**src/rtl/mux4_reg.sv**
```systemverilog
// Registered 4:1 mux with a one-cycle strobe when the accepted select changes.
// Optional parity output m_par is enabled by defining MUX4_REG_PARITY_EN.
module mux4_reg #(
  parameter int WIDTH = 1
) (
  input  logic             clk,
  input  logic             rst_n,
  input  logic             en,
  input  logic [WIDTH-1:0] in_0,
  input  logic [WIDTH-1:0] in_1,
  input  logic [WIDTH-1:0] in_2,
  input  logic [WIDTH-1:0] in_3,
  input  logic [1:0]       select,
  output logic [WIDTH-1:0] m_out,
`ifdef MUX4_REG_PARITY_EN
  output logic             sel_chg,
  output logic             m_par
`else
  output logic             sel_chg
`endif
);

  logic [WIDTH-1:0] r_out;
  logic [1:0]       r_sel_q;
  logic             r_chg;
  logic [WIDTH-1:0] w_data;
  logic             w_sel_known;

  // The default arm only matters in simulation, when select carries X/Z bits.
  always_comb begin
    w_data      = '0;
    w_sel_known = 1'b1;
    case (select)
      2'b00:   w_data = in_0;
      2'b01:   w_data = in_1;
      2'b10:   w_data = in_2;
      2'b11:   w_data = in_3;
      default: begin
        w_data      = '0;
        w_sel_known = 1'b0;
      end
    endcase
  end

  always_ff @(posedge clk) begin
    if (!rst_n) begin
      r_out   <= '0;
      r_sel_q <= 2'b00;
      r_chg   <= 1'b0;
    end else if (en) begin
      r_out <= w_data;
      if (w_sel_known) begin
        r_sel_q <= select;
        r_chg   <= (select != r_sel_q);
      end else begin
        r_chg <= 1'b0;
      end
    end else begin
      r_chg <= 1'b0;
    end
  end

  assign m_out   = r_out;
  assign sel_chg = r_chg;

`ifdef MUX4_REG_PARITY_EN
  logic r_par;

  always_ff @(posedge clk) begin
    if (!rst_n) begin
      r_par <= 1'b0;
    end else if (en) begin
      r_par <= ^w_data;
    end
  end

  assign m_par = r_par;
`endif

endmodule

```
**config.mk**
```make
export PLATFORM = sky130hd
export DESIGN_NAME = mux4_reg
export DESIGN_NICKNAME = d
export VERILOG_FILES = /design/src/rtl/mux4_reg.sv
export SDC_FILE = /design/constraint.sdc
export NUM_CORES = 1
export LEC_CHECK = 0
export CAP_MARGIN = 5
export CORE_AREA = 2 2 39 41
export DETAILED_ROUTE_END_ITERATION = 8
export DIE_AREA = 0 0 41 43
export PLACE_DENSITY = 0.37
export SLEW_MARGIN = 20
export SYNTH_ARGS = -nofsm -noshare
export SYNTH_HDL_FRONTEND = slang
export SYNTH_SLANG_ARGS = --single-unit
```
**constraint.sdc**
```tcl
create_clock -name clk -period 1 [get_ports clk]
set_clock_uncertainty 0.05 [all_clocks]
set_input_delay 0.1 -clock clk [delete_from_list [all_inputs] [get_ports clk]]
set_output_delay 0.1 -clock clk [all_outputs]
set_load 0.005 [all_outputs]
```
; ---- Yosys cells after proc, flatten, opt, wreduce, memory -nomap -nowiden
; Cells that the tools add are included.
[word_totals]
word_cells = 10
output_inout_bits = 2
inputBits = 9
register_bits = 4
[classes]
reduce_logical = 2
n_eq_ne = 4
muxes = 1
[op_table]
columns = op, count
row1 = $eq A2 B2 Y1 const B, 2
row2 = $pmux W1 S4, 1
row3 = $eq A2 B1 Y1 const B, 1
row4 = $logic_not A2 Y1, 1
row5 = $ne A2 B2 Y1, 1
row6 = $reduce_and A2 Y1, 1

; ---- Logic depth before layout (Yosys ltp)
[depth]
word_depth = 2
mapped_depth = 2
ltp_nobuf = 2

; ---- Worst setup path before layout
; OpenSTA, ideal clock, no wires.
[synth_path]
path_kind = register -> register
from = register r_sel_q[0]
to = register r_chg (netlist: sel_chg)
path_slack_ns = 0.332
arrival_ns = 0.498
stages_incl_launch_ff = 3
path_buffers = 0
t_required_ns = 0.830
setup_time_ns = 0.120
synth_period_minus_slack_ns = 0.668
cell_sequence = dfxtp_1 > xnor2_1 > a21oi_1
[synth_via]
elab_chain_cells = 1
[synth_lines]
columns = element, line_no
row1 = start: declaration, 24  ; logic [1:0] r_sel_q;
row2 = start signal: assignment, 53  ; r_sel_q <= select;
row3 = $ne A2 B2 Y1, 54  ; r_chg <= (select != r_sel_q);
row4 = end signal: assignment, 54
row5 = end: declaration, 25  ; logic r_chg;
; Every way passes these cells.
; A chain may end at the register's enable or synchronous reset.

; ---- Worst setup path in the final report
[layout_path]
from = register r_out (netlist: m_out)
to = output port m_out
[layout_rtl]
columns = element, line_no
row1 = start: declaration, 23  ; logic [WIDTH-1:0] r_out;
row2 = start signal: assignment, 51  ; r_out <= w_data;
row3 = end: declaration, 14  ; output logic [WIDTH-1:0] m_out,
; No word-level cell between the ends.

==> flow_summary.json <==
{
  "cap_violations": 0,
  "crit_path_start": "m_out",
  "antenna_cells": 0,
  "ys_seq_elements": 4,
  "hold_end": "m_out",
  "r2r_end": "sel_chg",
  "rr_startpoint": "r_sel_q[0]",
  "syn_inst": 18,
  "cp-start-kind": "flop",
  "finalCritPeriodShare": 0.933,
  "grt_pass1_vias": 189,
  "finalHoldViolations": 0,
  "synth_warnings": 0,
  "via_count": 175,
  "p_comb_frac": 0.181,
  "path_buf_inv": 1,
  "period_needed_ns": 0.933,
  "place_inst": 45,
  "antenna_found_initial": 0,
  "clockBufferDepth": 2,
  "yosys.area.top_type": "dfxtp_1",
  "grt_usage": 0.0733,
  "start_util": 0.136,
  "seqPwrFrac": 0.389,
  "numCtsBuffers": 3,
  "relSlewSlack": 0.834,
  "synth_area_um2": 188,
  "ff2ff_path_depth": 2,
  "cts_root_buffer": "clkbuf_4",
  "crit_path_top_delay_cell": "dfxtp_1",
  "required_ns": 0.85,
  "drt-vias-per-instance": 3.65,
  "nets": 43,
  "slew_violations": 0,
  "layout-drive-gt1-share": 0.125,
  "finalNonFillerCells": 48,
  "worstPathArrival_ns": 0.78,
  "min_delay_path_depth": 2,
  "power_per_cell_area_mw_per_mm2": 1350,
  "peakVddDrop_mv": 0.803,
  "die_w_um": 41,
  "holdCritStartpoint": "m_out",
  "synth_edf_count": 0,
  "clock_latency_ns": 0.23,
  "yosysSeqAreaShare": 0.427,
  "clock_sinks": 4,
  "power_switching_mw": 0.0924,
  "synth_nets": 27,
  "setup-violations-final": 0,
  "avgRoutedWirePerCell_um": 8.75,
  "p_int_mw": 0.360,
  "grt_pass1_wl_um": 779,
  "drc_errors": 0,
  "tightest_slew_ns": 0.248,
  "p_total_mw": 0.453,
  "syn2layout_area_growth_pct": 78.7,
  "core_mm2": 0.00138,
  "status": "finished, final reports clean",
  "drtIter0Drc": 0,
  "path_delay_family": "flip-flops",
  "path_cells": "dlygate4sd2_1",
  "hold_class": "reg2reg",
  "max_stage_delay_ns": 0.30,
  "wirelength_um": 420,
  "rsz0062_at_grt": "no",
  "final_core_util": 0.242,
  "boundaryPins": 11,
  "synth_area_per_cell_um2": 10.4,
  "die_y_um": 43,
  "path_clk_slew_ns": 0.03,
  "async_reset_ff_frac": 0,
  "synth_flop_cell": "dfxtp_1",
  "grt_max_degree": 7,
  "die-area_mm2": 0.00176,
  "crit_type": "reg2out",
  "finalWeightedCongestion": 0.701,
  "yosys.cell_types.count": 9,
  "cp-end-kind": "output port",
  "synthTopCellsByCount": "4 x dfxtp_1, 4 x mux2i_1, 2 x nand3b_1, 2 x nor2b_1, 2 x xnor2_1",
  "clock.fmax_mhz": 1070,
  "synth_area_leaders": "dfxtp_1 43%, mux2i_1 21%, xnor2_1 9.3%",
  "cts_tree": "built",
  "ant_nets": 0,
  "synth.top_cell.area_share": 0.427,
  "drtPass1Iterations": 1,
  "path_depth": 1,
  "r2r_slack_ns": 0.28,
  "tns_ns": 0,
  "sw_frac_of_total": 0.204,
  "hpwl_um": 332,
  "crit_fanout": 2,
  "rows": 14,
  "p_leak_nw": 0.138,
  "overflow": 0,
  "port_buffers": 10,
  "clkPwrFrac": 0.430,
  "h-tree-depth": 1
}
[area by class of cell]
class                      instances  area (um2)
tap                               16        20.0
clock buffer                       3        22.5
fill                             149        1050
multi-input combinational         14         108
sequential                         4        80.1
timing repair buffer              11         105
[stage by stage]
stage / setup slack [ns] / hold WS, ns / cell area (um2)
final: 0.0665 / 0.443 / 335
after global routing: 0.00475 / 0.470 / 335
after CTS: 0.0525 / 0.449 / 335
after detailed placement: -0.183 / 0.439 / 315
after global placement: -0.151 / 0.444 / 315
after floorplan: 0.332 / 0.166 / 188
[layer usage]
layer / track usage / vias up / wire length [um]
met1: 0.0772 / 75 / 190
li1: - / 94 / -
met3: 0.0785 / 0 / 45
met2: 0.0875 / 6 / 183
met4: 0.0400 / 0 / 0
met5: 0 / - / 0
[state kept, by name, summed over array words and instances, names as in the netlist]
register and cells:
r_sel_q 2, m_out 1, sel_chg 1
[worst max path at each step]
| stage | to |
|---|---|
| 2_1_floorplan | sel_chg |
| 3_3_place_gp | m_out |
| 3_5_place_dp | m_out |
| 4_1_cts | m_out |
| 5_1_grt | r_sel_q[0] |
| 6_report | m_out |
[placed cells by master, fill, tap and decap left out, drive strengths merged]
cell type,n
a21oi,1
buf,1
clkbuf,3
clkdlybuf4s50,8
dfxtp,4
dlygate4sd2,2
mux2i,4
nand2,1
nand3,1
nand3b,2
nor2b,2
o221ai,1
xnor2,2
[power groups by stage]
stage | registers (mW) | clock network, mW | logic, mW
detailed placement | 0.179 | 0 | 0.0865
finish | 0.176 | 0.195 | 0.0820
CTS | 0.176 | 0.206 | 0.0835
global route | 0.177 | 0.220 | 0.0913
floorplan | 0.179 | 0 | 0.0276
global placement | 0.179 | 0 | 0.0863
[cell families after synthesis]
family          Yosys count  share of synthesized area
simple gates              6                      0.193
mux                       4                      0.213
flops                     4                      0.427
compound gates            2                     0.0733
xor+xnor                  2                     0.0934
[what timing repair did]
item                       in CTS  in global routing
setup endpoints to repair       2                  0
hold buffers                    0                  0
resized for setup               2                  0
buffers inserted                0                  0
No activity file was read; power rests on OpenSTA's default activity.
